### src/rtl/xgmii_measure_rx.sv
// -----------------------------------------------------------------------------
// xgmii_measure_rx
//
// Receive-side measurement engine for one 10GbE port. Parses 64-bit XGMII
// words, qualifies IPv4/UDP test frames (ethertype, IP protocol, magic
// signature, minimum length, no /E/), computes one-way latency from the
// 32-bit stamp carried in frame bytes 46..49, and publishes per-second
// frame and byte counts.
//
// Ports:
//   sys_clk          156.25 MHz XGMII clock (only clock)
//   sys_rst          asynchronous, active-high reset
//   sec_oneshot      one-cycle pulse once per second; closes the window
//   global_counter   free-running cycle counter shared with the TX generator
//   xgmii_rxd        XGMII data, lane 0 = [7:0] = first byte on the wire
//   xgmii_rxc        XGMII control, one bit per lane
//   rx_pps           qualified frames in the last closed window
//   rx_throughput    qualified bytes (dst MAC..FCS) in the last closed window
//   rx_latency       latency of the latest qualified frame, saturating
//   rx_ipv4_ip       IPv4 source address of the latest qualified frame
//   rx_latency_valid one-cycle strobe when rx_latency/rx_ipv4_ip update
// -----------------------------------------------------------------------------
module xgmii_measure_rx #(
  parameter logic [31:0] MAGIC_CODE = 32'hA5A5_5A5A,
  parameter logic [15:0] ETHERTYPE  = 16'h0800,
  parameter logic [7:0]  IP_PROTO   = 8'h11
) (
  input  logic        sys_clk,
  input  logic        sys_rst,
  input  logic        sec_oneshot,
  input  logic [31:0] global_counter,
  input  logic [63:0] xgmii_rxd,
  input  logic [7:0]  xgmii_rxc,
  output logic [31:0] rx_pps,
  output logic [31:0] rx_throughput,
  output logic [23:0] rx_latency,
  output logic [31:0] rx_ipv4_ip,
  output logic        rx_latency_valid
);

  typedef enum logic [1:0] {S_IDLE, S_HDR, S_BODY, S_ERR} state_t;

  state_t      state, state_nxt;

  logic [15:0] data_words;   // data words received since the start word
  logic        eth_ok, proto_ok, magic_ok;
  logic [31:0] ip_cap;
  logic [15:0] stamp_hi;     // stamp bytes 46..47, held until word 7
  logic [23:0] lat_cap;
  logic [31:0] pps_acc, byte_acc;

  // Word decode
  logic        start_w, term_w, err_w;
  logic [2:0]  term_lane;

  // NOTE: every signal written in an always_comb gets a default at the top,
  // so no path can leave it unassigned and infer a latch.
  always_comb begin
    logic found;
    found     = 1'b0;
    term_w    = 1'b0;
    term_lane = 3'd0;
    err_w     = 1'b0;
    start_w   = (xgmii_rxc == 8'h01) && (xgmii_rxd[7:0] == 8'hFB);
    for (int i = 0; i < 8; i++) begin
      // Terminate is defined by the lowest control lane only.
      if (xgmii_rxc[i] && !found) begin
        found     = 1'b1;
        term_lane = 3'(i);
        term_w    = (xgmii_rxd[8*i +: 8] == 8'hFD);
      end
      if (xgmii_rxc[i] && (xgmii_rxd[8*i +: 8] == 8'hFE))
        err_w = 1'b1;
    end
  end

  logic        in_frame;
  logic [18:0] frame_bytes;
  logic        qualify;
  logic [31:0] lat_diff;

  assign in_frame    = (state == S_HDR) || (state == S_BODY);
  assign frame_bytes = {data_words, 3'b000} + 19'(term_lane);
  assign qualify     = in_frame && term_w && !err_w && eth_ok && proto_ok &&
                       magic_ok && (frame_bytes >= 19'd56);
  // Bytes 48..49 arrive in lanes 0..1 of word 7, so the stamp is completed
  // combinationally in the capture cycle.
  assign lat_diff    = global_counter -
                       {stamp_hi, xgmii_rxd[7:0], xgmii_rxd[15:8]};

  // State register
  // NOTE: sequential state uses non-blocking assignments so every register
  // samples pre-edge values regardless of statement order.
  always_ff @(posedge sys_clk or posedge sys_rst) begin
    if (sys_rst) state <= S_IDLE;
    else         state <= state_nxt;
  end

  // Next state: a start word wins over everything, then terminate, then /E/.
  always_comb begin
    state_nxt = state;
    if (start_w)
      state_nxt = S_HDR;
    else if (term_w)
      state_nxt = S_IDLE;
    else if (err_w)
      state_nxt = S_ERR;
    else if ((state == S_HDR) && (data_words == 16'd6))
      state_nxt = S_BODY;   // word 7 is the last header word
  end

  // Header extraction, latency capture and result registers
  always_ff @(posedge sys_clk or posedge sys_rst) begin
    if (sys_rst) begin
      data_words       <= '0;
      eth_ok           <= 1'b0;
      proto_ok         <= 1'b0;
      magic_ok         <= 1'b0;
      ip_cap           <= '0;
      stamp_hi         <= '0;
      lat_cap          <= '0;
      pps_acc          <= '0;
      byte_acc         <= '0;
      rx_pps           <= '0;
      rx_throughput    <= '0;
      rx_latency       <= '0;
      rx_ipv4_ip       <= '0;
      rx_latency_valid <= 1'b0;
    end else begin
      rx_latency_valid <= 1'b0;

      if (start_w) begin
        data_words <= '0;
        eth_ok     <= 1'b0;
        proto_ok   <= 1'b0;
        magic_ok   <= 1'b0;
      end else if (in_frame && !term_w && !err_w) begin
        if (data_words != 16'hFFFF)
          data_words <= data_words + 16'd1;
        // data_words = word index - 1 for the word currently present
        case (data_words)
          16'd1: eth_ok   <= ({xgmii_rxd[39:32], xgmii_rxd[47:40]} == ETHERTYPE);
          16'd2: proto_ok <= (xgmii_rxd[63:56] == IP_PROTO);
          16'd3: ip_cap   <= {xgmii_rxd[23:16], xgmii_rxd[31:24],
                              xgmii_rxd[39:32], xgmii_rxd[47:40]};
          16'd5: begin
            magic_ok <= ({xgmii_rxd[23:16], xgmii_rxd[31:24],
                          xgmii_rxd[39:32], xgmii_rxd[47:40]} == MAGIC_CODE);
            stamp_hi <= {xgmii_rxd[55:48], xgmii_rxd[63:56]};
          end
          16'd6: lat_cap  <= (|lat_diff[31:24]) ? 24'hFF_FFFF : lat_diff[23:0];
          default: ;
        endcase
      end

      if (qualify) begin
        rx_latency       <= lat_cap;
        rx_ipv4_ip       <= ip_cap;
        rx_latency_valid <= 1'b1;
      end

      // A frame terminating with the window pulse lands in the published value.
      if (sec_oneshot) begin
        rx_pps        <= pps_acc  + (qualify ? 32'd1 : 32'd0);
        rx_throughput <= byte_acc + (qualify ? 32'(frame_bytes) : 32'd0);
        pps_acc       <= '0;
        byte_acc      <= '0;
      end else if (qualify) begin
        pps_acc       <= pps_acc  + 32'd1;
        byte_acc      <= byte_acc + 32'(frame_bytes);
      end
    end
  end

endmodule

### config.mk
export PLATFORM = sky130hd
export DESIGN_NAME = xgmii_measure_rx
export DESIGN_NICKNAME = d
export VERILOG_FILES = /design/src/rtl/xgmii_measure_rx.sv
export SDC_FILE = /design/constraint.sdc
export NUM_CORES = 1
export LEC_CHECK = 0
export CAP_MARGIN = 20
export CORE_AREA = 2 2 234 236
export DETAILED_ROUTE_END_ITERATION = 10
export DIE_AREA = 0 0 236 238
export SETUP_SLACK_MARGIN = 0.4
export SYNTH_ARGS = -nofsm -noshare
export SYNTH_HDL_FRONTEND = slang
export SYNTH_SLANG_ARGS = --single-unit
### constraint.sdc
create_clock -name sys_clk -period 10.65 [get_ports sys_clk]
set_input_delay 1.065 -clock sys_clk [delete_from_list [all_inputs] [get_ports sys_clk]]
set_output_delay 1.065 -clock sys_clk [all_outputs]
set_load 0.05 [all_outputs]
# --- Word level (Yosys, flattened, before mapping) ---
# Index checks and enable logic that the tools add are counted.
word_totals:
  ff_bits: 278
  inputBits: 107
  out_inout_bits: 121
  wordCells: 157
op_classes:
  n_addsub: 7
  magnitude_cmp: 1
  eq_ne: 29
  muxes: 54
  bitwise_logic: 1
  reduce_logical: 50
op_table:
  columns: ["operator", "n"]
  rows:
  - ["== test 8 bit, second input constant", 17]
  - ["two-way mux 32 bit", 4]
  - ["adder 32 x 19 -> 32 bit", 2]
  - ["two-way mux 16 bit", 3]
  - ["two-way mux 1 bit", 35]
  - ["adder 32 x 1 -> 32 bit", 1]
  - ["adder 32 x 1 -> 32 bit, second input constant", 1]
  - ["== test 16 x 2 -> 1 bit, second input constant", 2]
  - ["== test 16 x 3 -> 1 bit, second input constant", 2]
  - ["== test 32 bit, second input constant", 1]
  - ["subtractor 32 bit", 1]
  - ["logical AND 1 bit", 25]
  - ["two-way mux 24 bit", 1]
  - ["adder 19 x 3 -> 19 bit", 1]
  - [">= comparator 19 x 6 -> 1 bit, second input constant", 1]
  - ["two-way mux 19 bit", 1]
  - ["two-way mux 3 bit", 6]
  - ["adder 16 x 1 -> 16 bit, second input constant", 1]
  - ["== test 16 x 1 -> 1 bit, second input constant", 1]
  - ["== test 16 x 12 -> 1 bit, second input constant", 1]
  - ["!= test 16 bit, second input constant", 1]
  - ["nonzero test 2 bit", 6]
  - ["logical NOT 1 bit", 9]
  - ["AND reduction 3 bit", 3]
  - ["10 further kinds", 16]

# --- Depth between registers and ports, before layout ---
logic_depth:
  ltp_word: 30
  depth_mapped: 25
  depth_no_buf: 20

# --- Worst setup path after synthesis ---
# Ideal clock, no wire load.
synth_timing:
  path_kind: "input -> register"
  startpoint: "input port xgmii_rxc[0]"
  endpoint: "register rx_throughput[22]"
  setup_time_ps: 137
  arrival_time_ps: 6124
  t_required_ps: 10513
  slack_ps: 4389
  path_stages: 24
  path_buffers: 5
  path_cell_list: "buf_6 > or4_1 > buf_6 > o32ai_1 > o41ai_2 > a221oi_1 > or4b_1 > buf_2 > clkbuf_1 > clkbuf_1 > nor2_1 > ha_1 > inv_1 > fa_1 > nor2b_1 > o31a_1 > o41a_1 > o21bai_1 > a21oi_1 > o311a_1 > o41ai_1 > nor2_1 > xnor2_1 > a21oi_1"
synth_between:
  elab_chain_cells: 30
  word_cells_on_any_way: 56
  classes_between: "add/sub (2); order compare (1); mux (31); reduce/logical (22)"
synth_lines:
  columns: ["item", "line_no", "rtl"]
  rows:
  - ["from (decl)", "33", "input logic [7:0] xgmii_rxc,"]
  - ["branches (longest 28 deep; another with two-way mux 1 bit)", null, null]
  - ["two-way mux 19 bit (*)", "165", "rx_throughput <= byte_acc + (qualify ? 32'(frame_bytes) : 32'd0);"]
  - ["adder 32 x 19 -> 32 bit (*)", "165", null]
  - ["to (signal assigned)", "165", null]
  - ["to (decl)", "35", "output logic [31:0] rx_throughput,"]
# Every way passes the cells marked *.
# A chain may end at the register's enable or synchronous reset.

# --- Worst setup path in the final report ---
layout_timing:
  startpoint: "input port xgmii_rxc[0]"
  endpoint: "register rx_throughput[28]"
# The elaborated chain is that of the path after synthesis.

==> impl_table.tex <==
\begin{tabular}{lr}
\hline
Metric & Value \\
\hline
\multicolumn{2}{l}{\textbf{Status}} \\
\quad Run status & finished clean \\
\multicolumn{2}{l}{\textbf{Clock network}} \\
\quad CTS tree & yes \\
\quad \# hold bufs at CTS & 0 \\
\quad Post-CTS setup repair buffer count & 0 \\
\quad Clock insertion delay at the later pin of the skew report & 0.56 ns \\
\quad TritonCTS Buffers & 36 \\
\quad Root buf cell & sky130\_fd\_sc\_hd\_\_clkbuf\_16 \\
\quad Clock transition at the registers of the reported paths & 0.06 ns \\
\quad Maximum clock path buffer count & 3 \\
\quad Quantity of gates resized following cts & 0 \\
\quad H-Tree Level Count & 2 \\
\quad Sinks on Clock Net & 278 \\
\multicolumn{2}{l}{\textbf{Timing}} \\
\quad Setup repair after global routing missed its margin & false \\
\quad Highest achievable clock rate & $\sim$0.13 GHz \\
\quad Hold Violations, Final & 0 \\
\quad Sum of negative setup slack & 0 ns \\
\quad Slew at the pin with the worst max-slew slack & about 1.1 ns \\
\quad Headroom to the max-slew limit & 26.4\% \\
\quad Period Utilization, post-route & 72.5\% \\
\quad Worst clock skew on the final layout & 0.0225 ns \\
\quad Final-report setup violation count & 0 \\
\quad Final worst path period need & 7.72 ns \\
\quad Count of pins over their slew limit & 0 \\
\multicolumn{2}{l}{\textbf{Worst hold path}} \\
\quad Worst hold path class & flop to flop \\
\quad Hold Path End & rx\_ipv4\_ip[7]\$\_DFFE\_PP0N\_ \\
\quad Hold Path Origin & ip\_cap[7]\$\_DFFE\_PP0P\_ \\
\quad Hold-critical path depth & 2 \\
\multicolumn{2}{l}{\textbf{Global routing}} \\
\quad Aggregate global-route resource usage & 16.5\% \\
\quad Largest net degree at the start of global routing & 167 \\
\quad Global-route wire length before repair & 74500 µm \\
\quad Vias in the first global route & 13500 \\
\quad Number of antenna violations at the first check in global routing & 8 \\
\quad Overflow left after global routing & 0 \\
\multicolumn{2}{l}{\textbf{Cells and area}} \\
\quad Combined flip-flop and latch cell area & roughly 7000 µm² \\
\quad Count of non-filler cells in the finished layout & 2697 \\
\quad Most frequent cells in the layout & sky130\_fd\_sc\_hd\_\_nand2\_1 (290), sky130\_fd\_sc\_hd\_\_dfrtp\_1 (278), sky130\_fd\_sc\_hd\_\_clkdlybuf4s50\_1 (226), sky130\_fd\_sc\_hd\_\_nor2\_1 (216), sky130\_fd\_sc\_hd\_\_a21oi\_1 (146) \\
\quad Fraction of final layout cells with drive strength greater than 1 & 7.35\% \\
\quad Layout overhead on the synthesized area & 26.1\% \\
\quad Number of inserted filler cells in the final layout & between 5000 and 6000 \\
\quad Area of the multi-input gates & 8350 µm² \\
\quad Most frequent standard cell in the layout excluding fill and tap cells & sky130\_fd\_sc\_hd\_\_nand2\_1 \\
\quad Fin nets & 2158 \\
\multicolumn{2}{l}{\textbf{Worst setup path}} \\
\quad Endpoint required time on the critical path & 11.02 ns \\
\quad Worst reg2reg path endpoint & rx\_throughput[28]\$\_DFFE\_PP0P\_ \\
\quad Worst Setup Path Type & input port to flop \\
\quad Flop-to-flop setup slack & 4.11 ns \\
\quad Kind of launch point of the worst setup path & input port \\
\quad Critical path peak fanout & 59 \\
\quad Critical register-to-register path startpoint & data\_words[15]\$\_DFFE\_PP0P\_ \\
\quad Arr. time, crit path & 8.09 ns \\
\quad Cells on worst reg2reg path & 21 \\
\quad CP endpoint kind & flop \\
\multicolumn{2}{l}{\textbf{Route}} \\
\quad Number of antenna-violating nets in the routed design & 0 \\
\quad Drt drc & 0 \\
\quad Post-detailed-route wirelength per cell & 17.3 µm \\
\quad Number of design-rule violations left by the first detailed-router iteration & 903 \\
\quad Total number of vias & about 13000 \\
\quad Drt total wl & 46600 µm \\
\quad Vias per cell & 4.99 \\
\quad Pre-Repair DR Iteration Count & 8 \\
\multicolumn{2}{l}{\textbf{Synth}} \\
\quad Most instantiated flip-flop cell in the synthesis netlist & sky130\_fd\_sc\_hd\_\_dfrtp\_1 \\
\quad Main combinational cell family by area after synthesis & simple AND/OR/NAND/NOR gates \\
\quad Cells after synthesis & 1772 \\
\quad Synth Warn \# & 0 \\
\quad Share of flip-flops with an asynchronous set or reset after synthesis & 100\% \\
\quad Post-Synth XOR/XNOR Area & 7.82\% \\
\quad Area of the mapped netlist & 15900 µm² \\
\quad Proportion of synthesized area in mux cells & 5.19\% \\
\quad Post-synthesis simple-gate area fraction & between 20\% and 30\% \\
\quad Mean Syn Cell Area & 8.97 µm² \\
\quad Number of storage elements in the synthesis netlist & 278 \\
\quad Number of enable flip-flop cells after synthesis & 0 \\
\quad Portion of the post-synthesis area used by sequential elements & 43.8\% \\
\quad Adder-cell share of the synthesized area & 6.36\% \\
\quad Post-Synthesis Net Count & 1958 \\
\quad Synth Area in Compound Gates & between 10 and 15\% \\
\quad Post-synth cell types & 71 \\
\multicolumn{2}{l}{\textbf{Placement}} \\
\quad Weighted congestion at the end of routability-driven global placement & 0.876 \\
\quad Detailed placer's ending HPWL & 33500 µm \\
\quad Number of buffers added on ports & 227 \\
\quad Placed instance count & 2629 \\
\multicolumn{2}{l}{\textbf{Floorplanning}} \\
\quad Die height & roughly 240 µm \\
\quad Placeable core region & 53500 µm² \\
\quad Die area & $\sim$56000 µm² \\
\quad X dimension of the die & 236 µm \\
\quad Initial Util & 29.7\% \\
\quad Number of primary I/O pins & 228 \\
\quad Num rows & 85 \\
\multicolumn{2}{l}{\textbf{Power and ir drop}} \\
\quad VDD IR max & 0.0000942 V \\
\quad Power Total & approximately 2.8 mW \\
\quad Power density over the cells & 141 nW/µm² \\
\quad Pleak & 9.07 nW \\
\multicolumn{2}{l}{\textbf{Job}} \\
\quad Maxcap violations & 0 \\
\hline
\end{tabular}
critical path: stages:
cell	delay, ns
sky130_fd_sc_hd__clkdlybuf4s50_1	0.56
sky130_fd_sc_hd__or4_1	0.75
sky130_fd_sc_hd__o32ai_1	0.40
sky130_fd_sc_hd__o41ai_2	0.20
sky130_fd_sc_hd__a221oi_1	0.29
sky130_fd_sc_hd__or4b_4	0.71
sky130_fd_sc_hd__buf_4	0.59
sky130_fd_sc_hd__nor2_1	0.09
sky130_fd_sc_hd__ha_1	0.23
sky130_fd_sc_hd__inv_1	0.09
sky130_fd_sc_hd__fa_1	0.22
sky130_fd_sc_hd__nor2b_1	0.07
sky130_fd_sc_hd__o31a_1	0.28
sky130_fd_sc_hd__o41a_1	0.37
sky130_fd_sc_hd__o21bai_1	0.22
sky130_fd_sc_hd__a21oi_1	0.15
sky130_fd_sc_hd__o311a_1	0.43
sky130_fd_sc_hd__o41ai_1	0.87
sky130_fd_sc_hd__nor2_1	0.15
sky130_fd_sc_hd__xnor2_1	0.20
sky130_fd_sc_hd__a21oi_1	0.09
synthesized netlist by cell type, types with 4 or more instances:
library cell / number / area, µm²
sky130_fd_sc_hd__nand2_1: 290 / 1090
sky130_fd_sc_hd__dfrtp_1: 278 / 6960
sky130_fd_sc_hd__nor2_1: 216 / 811
sky130_fd_sc_hd__a21oi_1: 146 / 731
sky130_fd_sc_hd__xnor2_1: 79 / 692
sky130_fd_sc_hd__ha_1: 76 / 951
sky130_fd_sc_hd__inv_1: 76 / 285
sky130_fd_sc_hd__mux2_2: 65 / 732
sky130_fd_sc_hd__xor2_1: 63 / 552
sky130_fd_sc_hd__nand3_1: 56 / 280
sky130_fd_sc_hd__clkbuf_1: 53 / 199
sky130_fd_sc_hd__nor3_1: 39 / 195
sky130_fd_sc_hd__o21ai_0: 38 / 190
sky130_fd_sc_hd__nor4_1: 28 / 175
sky130_fd_sc_hd__nand4_1: 25 / 156
sky130_fd_sc_hd__a21o_1: 24 / 180
sky130_fd_sc_hd__and3_1: 17 / 106
sky130_fd_sc_hd__nand2b_1: 17 / 106
sky130_fd_sc_hd__nor2b_1: 15 / 93.8
sky130_fd_sc_hd__buf_2: 12 / 60.1
sky130_fd_sc_hd__or3_1: 12 / 75.1
sky130_fd_sc_hd__a211oi_1: 10 / 75.1
sky130_fd_sc_hd__and2_1: 10 / 62.6
sky130_fd_sc_hd__and4_1: 9 / 78.8
sky130_fd_sc_hd__o21a_1: 9 / 67.6
sky130_fd_sc_hd__o211ai_1: 8 / 60.1
sky130_fd_sc_hd__mux2i_1: 7 / 70.1
sky130_fd_sc_hd__o31ai_1: 6 / 45.0
sky130_fd_sc_hd__a211o_1: 5 / 43.8
sky130_fd_sc_hd__a31oi_1: 5 / 31.3
sky130_fd_sc_hd__nand3b_1: 5 / 37.5
sky130_fd_sc_hd__nor3b_1: 5 / 37.5
sky130_fd_sc_hd__o21bai_1: 5 / 37.5
sky130_fd_sc_hd__o41ai_1: 4 / 35.0
sky130_fd_sc_hd__or4_1: 4 / 30.0
stage by stage:
stage | setup slack, ns | util (%) | instance area, µm² | hold slack [ns]
finish | 2.93 | 37.5 | 20000 | 0.461
global placement | 2.61 | 35.1 | 18800 | 0.443
global route | 2.39 | 37.5 | 20000 | 0.482
floorplan | 1.92 | - | 15900 | 0.432
CTS | 2.95 | 37.4 | 20000 | 0.461
detailed placement | 2.43 | 35.1 | 18800 | 0.447
sequential cells by signal (all words and copies together) (netlist names), 24 cells and up:
name           cells
byte_acc          32
ip_cap            32
pps_acc           32
rx_ipv4_ip        32
rx_pps            32
rx_throughput     32
lat_cap           24
rx_latency        24
report_power, final:
| part | internal (mW) | leakage (nW) | total [mW] | switching (mW) |
|---|---|---|---|---|
| registers | 1.09 | 3.77 | 1.13 | 0.0418 |
| clock network | 0.771 | 0.606 | 1.27 | 0.500 |
| logic | 0.170 | 4.69 | 0.430 | 0.260 |
logic make-up after synthesis:
family | after synthesis
DFF | 278
and+or+nand+nor | 763
buffers and inverters | 148
muxes | 74
AOI/OAI and AO/OA | 288
xor gates and xnor gates | 142
adders and majority gates | 79
how the worst max path moves through the flow:
| stage | from | end | slack (ns) |
|---|---|---|---|
| floorplan | sys_rst | byte_acc[0]$_DFFE_PP0P_ | 1.92 |
| global placement | xgmii_rxc[0] | rx_throughput[30]$_DFFE_PP0P_ | 2.61 |
| detailed placement | xgmii_rxc[0] | rx_throughput[20]$_DFFE_PP0P_ | 2.43 |
| CTS | xgmii_rxc[0] | rx_throughput[28]$_DFFE_PP0P_ | 2.95 |
| global route | xgmii_rxc[0] | rx_throughput[28]$_DFFE_PP0P_ | 2.39 |
| finish | xgmii_rxc[0] | rx_throughput[28]$_DFFE_PP0P_ | 2.93 |
layer usage:
layer,global-route usage (%),vias to the layer above,part of all wire [%]
met5,0,-,0.17
met4,4.36,12,1.8
met3,3.62,69,5.9
met2,28.8,349,49
met1,20.6,6542,43
li1,-,6499,-
final cells by class:
type	count	area share, %
Antenna cell	2	0.0250
Clock buffer	46	5.04
Clock inverter	19	1.07
Inverter	78	1.50
Multi-Input combinational cell	1346	41.6
Sequential cell	278	34.7
Tap cell	696	4.34
Timing Repair Buffer	232	11.7
No activity file was read; power rests on OpenSTA's default activity.
